`config.mk`:
```
export PLATFORM = sky130hd
export DESIGN_NAME = ivmul_arbiter_flat
export DESIGN_NICKNAME = d
export VERILOG_FILES = /design/src/rtl/ivmul_pkg.sv /design/src/rtl/ivmul_arbiter_if.sv /design/src/rtl/ivmul.sv /design/src/rtl/ivmul_arbiter.sv /design/src/flat_wrapper.sv
export SDC_FILE = /design/constraint.sdc
export NUM_CORES = 2
export LEC_CHECK = 0
export ABC_AREA = 0
export BUFFER_PORTS_ARGS = -buffer_cell sky130_fd_sc_hd__buf_2
export CAP_MARGIN = 40
export CORE_MARGIN = 10
export CORE_UTILIZATION = 35
export DETAILED_ROUTE_END_ITERATION = 8
export GPL_ROUTABILITY_DRIVEN = 0
export HOLD_SLACK_MARGIN = 0.02
export SLEW_MARGIN = 25
export SYNTH_ARGS = -nofsm -noshare
export SYNTH_HDL_FRONTEND = slang
export SYNTH_SLANG_ARGS = --single-unit
```
`constraint.sdc`:
```
create_clock -name core_clock_i -period 12.3 [get_ports core_clock_i]
set_input_delay 2.46 -clock core_clock_i [delete_from_list [all_inputs] [get_ports core_clock_i]]
set_output_delay 2.46 -clock core_clock_i [all_outputs]
set_load 0.005 [all_outputs]
```
`src/rtl/ivmul_pkg.sv`:
```
// ivmul_pkg: shared opcodes and request/response bundles
// for the shared SIMD multiplier and its two-port arbiter.
package ivmul_pkg;

   localparam int IVMUL_TAG_W = 6;

   localparam logic [1:0] IVMUL_LO  = 2'b00;
   localparam logic [1:0] IVMUL_HI  = 2'b01;
   localparam logic [1:0] IVMUL_DOT = 2'b10;
   localparam logic [1:0] IVMUL_ILL = 2'b11;

   typedef struct packed {
      logic [31:0]            a;
      logic [31:0]            b;
      logic [1:0]             opc;
      logic [IVMUL_TAG_W-1:0] tag;
   } ivmul_req_t;

   typedef struct packed {
      logic [31:0]            result;
      logic                   port;
      logic [IVMUL_TAG_W-1:0] tag;
      logic                   illegal;
   } ivmul_rsp_t;

endpackage

```
`src/rtl/ivmul_arbiter_if.sv`:
```
// ivmul_arbiter_if: two request ports (valid/ready, a, b, opc, tag)
// and one response port (valid/ready, result, port, tag, illegal).
interface ivmul_arbiter_if #(
   parameter int TAG_W = 6
);

   logic [1:0]            req_valid_i;
   logic [1:0]            req_ready_o;
   logic [1:0][31:0]      req_a_i;
   logic [1:0][31:0]      req_b_i;
   logic [1:0][1:0]       req_opc_i;
   logic [1:0][TAG_W-1:0] req_tag_i;

   logic                  rsp_valid_o;
   logic                  rsp_ready_i;
   logic [31:0]           rsp_result_o;
   logic                  rsp_port_o;
   logic [TAG_W-1:0]      rsp_tag_o;
   logic                  rsp_illegal_o;

   modport slave (
      input  req_valid_i, req_a_i, req_b_i,
      input  req_opc_i, req_tag_i, rsp_ready_i,
      output req_ready_o, rsp_valid_o, rsp_result_o,
      output rsp_port_o, rsp_tag_o, rsp_illegal_o
   );

   modport master (
      output req_valid_i, req_a_i, req_b_i,
      output req_opc_i, req_tag_i, rsp_ready_i,
      input  req_ready_o, rsp_valid_o, rsp_result_o,
      input  rsp_port_o, rsp_tag_o, rsp_illegal_o
   );

endinterface

```
`src/rtl/ivmul.sv`:
```
// ivmul: combinational packed 2x16 signed multiplier.
// Ports: a, b operands, opc select, result.
module ivmul
   import ivmul_pkg::*;
(
   input  logic [31:0] a,
   input  logic [31:0] b,
   input  logic [1:0]  opc,
   output logic [31:0] result
);

   logic signed [31:0] a0, a1, b0, b1;
   logic signed [31:0] p0, p1;

   assign a0 = {{16{a[15]}}, a[15:0]};
   assign a1 = {{16{a[31]}}, a[31:16]};
   assign b0 = {{16{b[15]}}, b[15:0]};
   assign b1 = {{16{b[31]}}, b[31:16]};

   // 16x16 signed always fits in 32 bits.
   assign p0 = a0 * b0;
   assign p1 = a1 * b1;

   always_comb begin
      result = p0;
      unique case (opc)
         IVMUL_LO:  result = {p1[15:0], p0[15:0]};
         IVMUL_HI:  result = {p1[31:16], p0[31:16]};
         IVMUL_DOT: result = p0 + p1;
         default:   result = p0;
      endcase
   end

endmodule

```
`src/rtl/ivmul_arbiter.sv`:
```
// ivmul_arbiter: round-robin share of one ivmul between two ports,
// S1 operand register, S2 result register, flush, full backpressure.
module ivmul_arbiter
   import ivmul_pkg::*;
#(
   parameter int TAG_W = IVMUL_TAG_W
) (
   input  logic            core_clock_i,
   input  logic            core_reset_n_i,
   input  logic            flush_i,
   ivmul_arbiter_if.slave  bus
);

   if (TAG_W != IVMUL_TAG_W) begin : g_tag_chk
      $error("TAG_W must equal IVMUL_TAG_W");
   end

   logic       s1_valid;
   logic       s2_valid;
   logic       rr;
   logic       s1_port;
   ivmul_req_t s1_q;
   ivmul_req_t req_sel;
   ivmul_rsp_t s2_q;
   ivmul_rsp_t s2_d;

   logic        s2_load;
   logic        s1_free;
   logic        gnt;
   logic        accept;
   logic [1:0]  ready;
   logic [31:0] mul_res;

   assign s2_load = !s2_valid || bus.rsp_ready_i;
   assign s1_free = !s1_valid || s2_load;

   // A lone requester wins; on contention rr decides.
   always_comb begin
      gnt = rr;
      unique case (1'b1)
         bus.req_valid_i == 2'b01: gnt = 1'b0;
         bus.req_valid_i == 2'b10: gnt = 1'b1;
         default:                  gnt = rr;
      endcase
   end

   always_comb begin
      ready = 2'b00;
      if (s1_free && !flush_i) begin
         ready = bus.req_valid_i & (gnt ? 2'b10 : 2'b01);
      end
   end

   assign accept          = |ready;
   assign bus.req_ready_o = ready;

   assign req_sel.a   = bus.req_a_i[gnt];
   assign req_sel.b   = bus.req_b_i[gnt];
   assign req_sel.opc = bus.req_opc_i[gnt];
   assign req_sel.tag = bus.req_tag_i[gnt];

   ivmul u_mul (
      .a      (s1_q.a),
      .b      (s1_q.b),
      .opc    (s1_q.opc),
      .result (mul_res)
   );

   // Illegal ops must leave a clean zero, not the raw product.
   assign s2_d.illegal = (s1_q.opc == IVMUL_ILL);
   assign s2_d.result  = s2_d.illegal ? 32'h0 : mul_res;
   assign s2_d.port    = s1_port;
   assign s2_d.tag     = s1_q.tag;

   always_ff @(posedge core_clock_i or negedge core_reset_n_i) begin
      if (!core_reset_n_i) begin
         s1_valid <= 1'b0;
         s2_valid <= 1'b0;
         rr       <= 1'b0;
      end else if (flush_i) begin
         s1_valid <= 1'b0;
         s2_valid <= 1'b0;
      end else begin
         if (s2_load) s2_valid <= s1_valid;
         if (s1_free) s1_valid <= accept;
         if (accept)  rr       <= ~gnt;
      end
   end

   // Payload only; validity lives in the reset block above.
   always_ff @(posedge core_clock_i) begin
      if (accept) begin
         s1_q    <= req_sel;
         s1_port <= gnt;
      end
      if (s2_load) s2_q <= s2_d;
   end

   assign bus.rsp_valid_o   = s2_valid;
   assign bus.rsp_result_o  = s2_q.result;
   assign bus.rsp_port_o    = s2_q.port;
   assign bus.rsp_tag_o     = s2_q.tag;
   assign bus.rsp_illegal_o = s2_valid & s2_q.illegal;

endmodule

```
`src/flat_wrapper.sv`:
```
// flat-port wrapper written by rule: the top's interface ports become plain ports
module ivmul_arbiter_flat import ivmul_pkg::*;
#(
   parameter int TAG_W = IVMUL_TAG_W
)
  (core_clock_i, core_reset_n_i, flush_i, bus_req_valid_i, bus_req_a_i, bus_req_b_i, bus_req_opc_i, bus_req_tag_i, bus_rsp_ready_i, bus_req_ready_o, bus_rsp_valid_o, bus_rsp_result_o, bus_rsp_port_o, bus_rsp_tag_o, bus_rsp_illegal_o);
  ivmul_arbiter_if #(.TAG_W(TAG_W)) bus_i ();
  input  logic core_clock_i;
  input  logic core_reset_n_i;
  input  logic flush_i;
  input wire logic [$bits(bus_i.req_valid_i)-1:0] bus_req_valid_i;
  input wire logic [$bits(bus_i.req_a_i)-1:0] bus_req_a_i;
  input wire logic [$bits(bus_i.req_b_i)-1:0] bus_req_b_i;
  input wire logic [$bits(bus_i.req_opc_i)-1:0] bus_req_opc_i;
  input wire logic [$bits(bus_i.req_tag_i)-1:0] bus_req_tag_i;
  input wire logic [$bits(bus_i.rsp_ready_i)-1:0] bus_rsp_ready_i;
  output wire logic [$bits(bus_i.req_ready_o)-1:0] bus_req_ready_o;
  output wire logic [$bits(bus_i.rsp_valid_o)-1:0] bus_rsp_valid_o;
  output wire logic [$bits(bus_i.rsp_result_o)-1:0] bus_rsp_result_o;
  output wire logic [$bits(bus_i.rsp_port_o)-1:0] bus_rsp_port_o;
  output wire logic [$bits(bus_i.rsp_tag_o)-1:0] bus_rsp_tag_o;
  output wire logic [$bits(bus_i.rsp_illegal_o)-1:0] bus_rsp_illegal_o;
  assign bus_i.req_valid_i = bus_req_valid_i;
  assign bus_i.req_a_i = bus_req_a_i;
  assign bus_i.req_b_i = bus_req_b_i;
  assign bus_i.req_opc_i = bus_req_opc_i;
  assign bus_i.req_tag_i = bus_req_tag_i;
  assign bus_i.rsp_ready_i = bus_rsp_ready_i;
  assign bus_req_ready_o = bus_i.req_ready_o;
  assign bus_rsp_valid_o = bus_i.rsp_valid_o;
  assign bus_rsp_result_o = bus_i.rsp_result_o;
  assign bus_rsp_port_o = bus_i.rsp_port_o;
  assign bus_rsp_tag_o = bus_i.rsp_tag_o;
  assign bus_rsp_illegal_o = bus_i.rsp_illegal_o;
  ivmul_arbiter #(.TAG_W(TAG_W)) u_core (.core_clock_i(core_clock_i), .core_reset_n_i(core_reset_n_i), .flush_i(flush_i), .bus(bus_i));
endmodule
```
==> flow_metrics.tcl <==
set metrics [dict create \
    cts_tree "yes" \
    diodes 0 \
    outcome "finished, final reports clean" \
    core_sq_mm 0.07482 \
    track_usage_pct 16.99 \
    seq_area_sq_mm 0.003468 \
    synth_edf_count 113 \
    finish.utilization_pct 38.41 \
    synth_area_leader_cell "fa_1" \
    synth_most_common_cell "inv_1" \
    synth_commonest_cells "inv_1, fa_1, nand2_1" \
    period_share_pct 69.90 \
    netlist_instances 2875 \
    max_freq_mhz 116.3 \
    grt_start_max_net_pins 74 \
    crit_path_start "u_core.s1_q[64]$_DFFE_PN_" \
    antenna_found_initial 0 \
    die_area_sq_mm 0.08719 \
    max_stage_delay_ns 0.66 \
    placed_area_sq_mm 0.02818 \
    synth_nets 3746 \
    async_flop_share_pct 2.586 \
    reg2reg_depth 29 \
    path_class "flop to flop" \
    worst_pin_slew_ns 0.7952 \
    worstReg2RegStart "u_core.s1_q[64]$_DFFE_PN_" \
    grt_overflow 0 \
    multi_input_comb_area_sq_mm 0.02015 \
    yosys_warnings 0 \
    ys_ff_latch 116 \
    nFillCells 7524 \
    drtPass1Iterations 6 \
    grt_pass1_wl_mm 114.6 \
    finalSetupTns_ns 0 \
    via_count 19152 \
    synth_area_sq_mm 0.02652 \
    finalClockSkew_ns 0.01861 \
    design_area_sq_mm 0.02874 \
    cts_hold_buf 0 \
    cp_max_fo 16 \
    ys_types 66 \
    grt_pass1_vias 20441 \
    clk_pin_slew_worst_paths_ns 0.07 \
    relSlewSlack_pct 46.99 \
    hold_viol_final 0 \
    ctsHtreeMaxLevel 4 \
    start_util_pct 35.45 \
    cp-start-kind "flop" \
    cp-end-kind "flop" \
    maxCapViolCount 0 \
    portBuffers 192 \
    hpwl_mm 58.65 \
    setup_viol 0 \
    crit_path_end "u_core.bus.rsp_result_o[29]$_SDFFCE_PP0P_" \
    root_buffer "clkbuf_16" \
    fin_crit_ns 8.598 \
    cts_buffer_depth 2 \
    final_layout_size_suffix_gt1_share_pct 8.593 \
    cts_buffers 17 \
    worst_slack_ns 3.702 \
    clkSinkCount 116 \
    area_growth_pct 8.364 \
    route.detailed.drc 0 \
    via_per_inst 4.851 \
    cp_data_arrival_time_ns 8.81 \
    critPathSlowestCell "edfxtp_1" \
    die_y_microns 295.3 \
    ys.flop_type "edfxtp_1" \
    clock_latency_ns 0.48 \
    syn_avg_cell_area_sq_um 9.225 \
    synth_top_cell_area_share_pct 39.63 \
    rows 100 \
    cts_setup_buffers 0 \
    netlist_top_cells_area "fa_1, edfxtp_1, ha_1" \
    wl_per_cell_microns 17.87 \
    rsz0062_at_grt "false" \
    cp_common_cell "fa_1" \
    ios 193 \
    wl_mm 70.53 \
    hold_class "flop to flop" \
    ant_nets 0 \
    post-place-ws_ns 3.858 \
    cp.required_ns 12.51 \
    timing.rr.end "u_core.bus.rsp_result_o[29]$_SDFFCE_PP0P_" \
    dieWidth_microns 295.3 \
    finalNetCount 3837 \
    seq_area_frac_synth_pct 13.08 \
    ff2ff_setup_slack_ns 3.70 \
    drt_iter0_markers 1230 \
    cts_resized 0 \
    slew_violations 0 \
]
## worst min-delay path by stage
stage / endpoint / startpoint / cells after the start
floorplan: u_core.bus.rsp_port_o$_DFFE_PP_ / u_core.s1_port$_DFFE_PN_ / 0
global placement: u_core.bus.rsp_tag_o[3]$_DFFE_PP_ / u_core.s1_q[3]$_DFFE_PN_ / 0
detailed placement: u_core.bus.rsp_tag_o[0]$_DFFE_PP_ / u_core.s1_q[0]$_DFFE_PN_ / 0
CTS: u_core.bus.rsp_tag_o[2]$_DFFE_PP_ / u_core.s1_q[2]$_DFFE_PN_ / 0
global route: u_core.bus.rsp_tag_o[3]$_DFFE_PP_ / u_core.s1_q[3]$_DFFE_PN_ / 0
finish: u_core.bus.rsp_tag_o[2]$_DFFE_PP_ / u_core.s1_q[2]$_DFFE_PN_ / 0
## registers in the layout, indices dropped and copies added (netlist names)
register                 flops
u_core.s1_port               1
u_core.s1_q                 72
u_core.s2_q                  1
u_core.s1_valid              1
u_core.bus.rsp_result_o     32
u_core.bus.rsp_port_o        1
u_core.bus.rsp_valid_o       1
u_core.rr                    1
u_core.bus.rsp_tag_o         6
## critical path, delay by kind of cell (launching register included)
kind | cells | cell delay, ns
fa+ha+maj | 8 | 3.73
flops | 1 | 0.66
buf+inv | 4 | 0.20
xor+xnor | 2 | 0.41
compound gates | 14 | 3.02
simple gates | 1 | 0.30
## metrics by stage
step | instances | hold WS (ns)
after global placement | 3913 | 0.4026
after floorplan | 2875 | 0.4003
after detailed placement | 3915 | 0.4052
after global routing | 3948 | 0.4324
final | 3948 | 0.4180
after CTS | 3947 | 0.4204
## area by class of cell
cell class                      count  share of cell area, %
Sequential cell                   116                  12.07
Timing Repair Buffer              203                  3.744
Multi-Input combinational cell   2017                  70.10
Clock inverter                     13                 0.3874
Inverter                          611                  7.980
Tap cell                          969                  4.218
Clock buffer                       19                  1.506
## cells by family after synthesis
| logic type | share of synthesized area, % |
|---|---|
| AOI/OAI and AO/OA | 6.793 |
| xor gates and xnor gates | 3.288 |
| adders and majority gates | 48.87 |
| buffers and inverters | 11.04 |
| DFF | 13.08 |
| muxes | 0.8680 |
| and+or+nand+nor | 16.06 |
## metal layers
layer	wire [microns]	GRT usage [%]	up-vias
met1	31230	22.85	9676
met4	1033	3.789	0
li1	-	-	8894
met5	0	0	-
met2	32870	27.32	525
met3	5400	4.230	57
## cells in the final DEF, fill, tap and decap left out, types with 7 or more instances in the layout
master / n
inv_1: 609
fa_1: 525
nand2_1: 488
and2_1: 253
ha_1: 196
buf_2: 192
edfxtp_1: 113
nor2_1: 77
a21oi_1: 69
xnor2_1: 68
o21ai_0: 39
a21o_1: 33
xor2_1: 24
nand2b_1: 22
mux2i_1: 22
o21a_1: 19
nand3_1: 18
o22ai_1: 18
clkbuf_16: 17
a211oi_1: 16
nor3_1: 10
o21bai_1: 10
nor2b_1: 9
o211ai_1: 8
buf_4: 8
nand4_1: 7
Power is left out: the tool's default activity adds up to more than one toggle a clock period on the data nets, which glitch-free logic cannot reach.
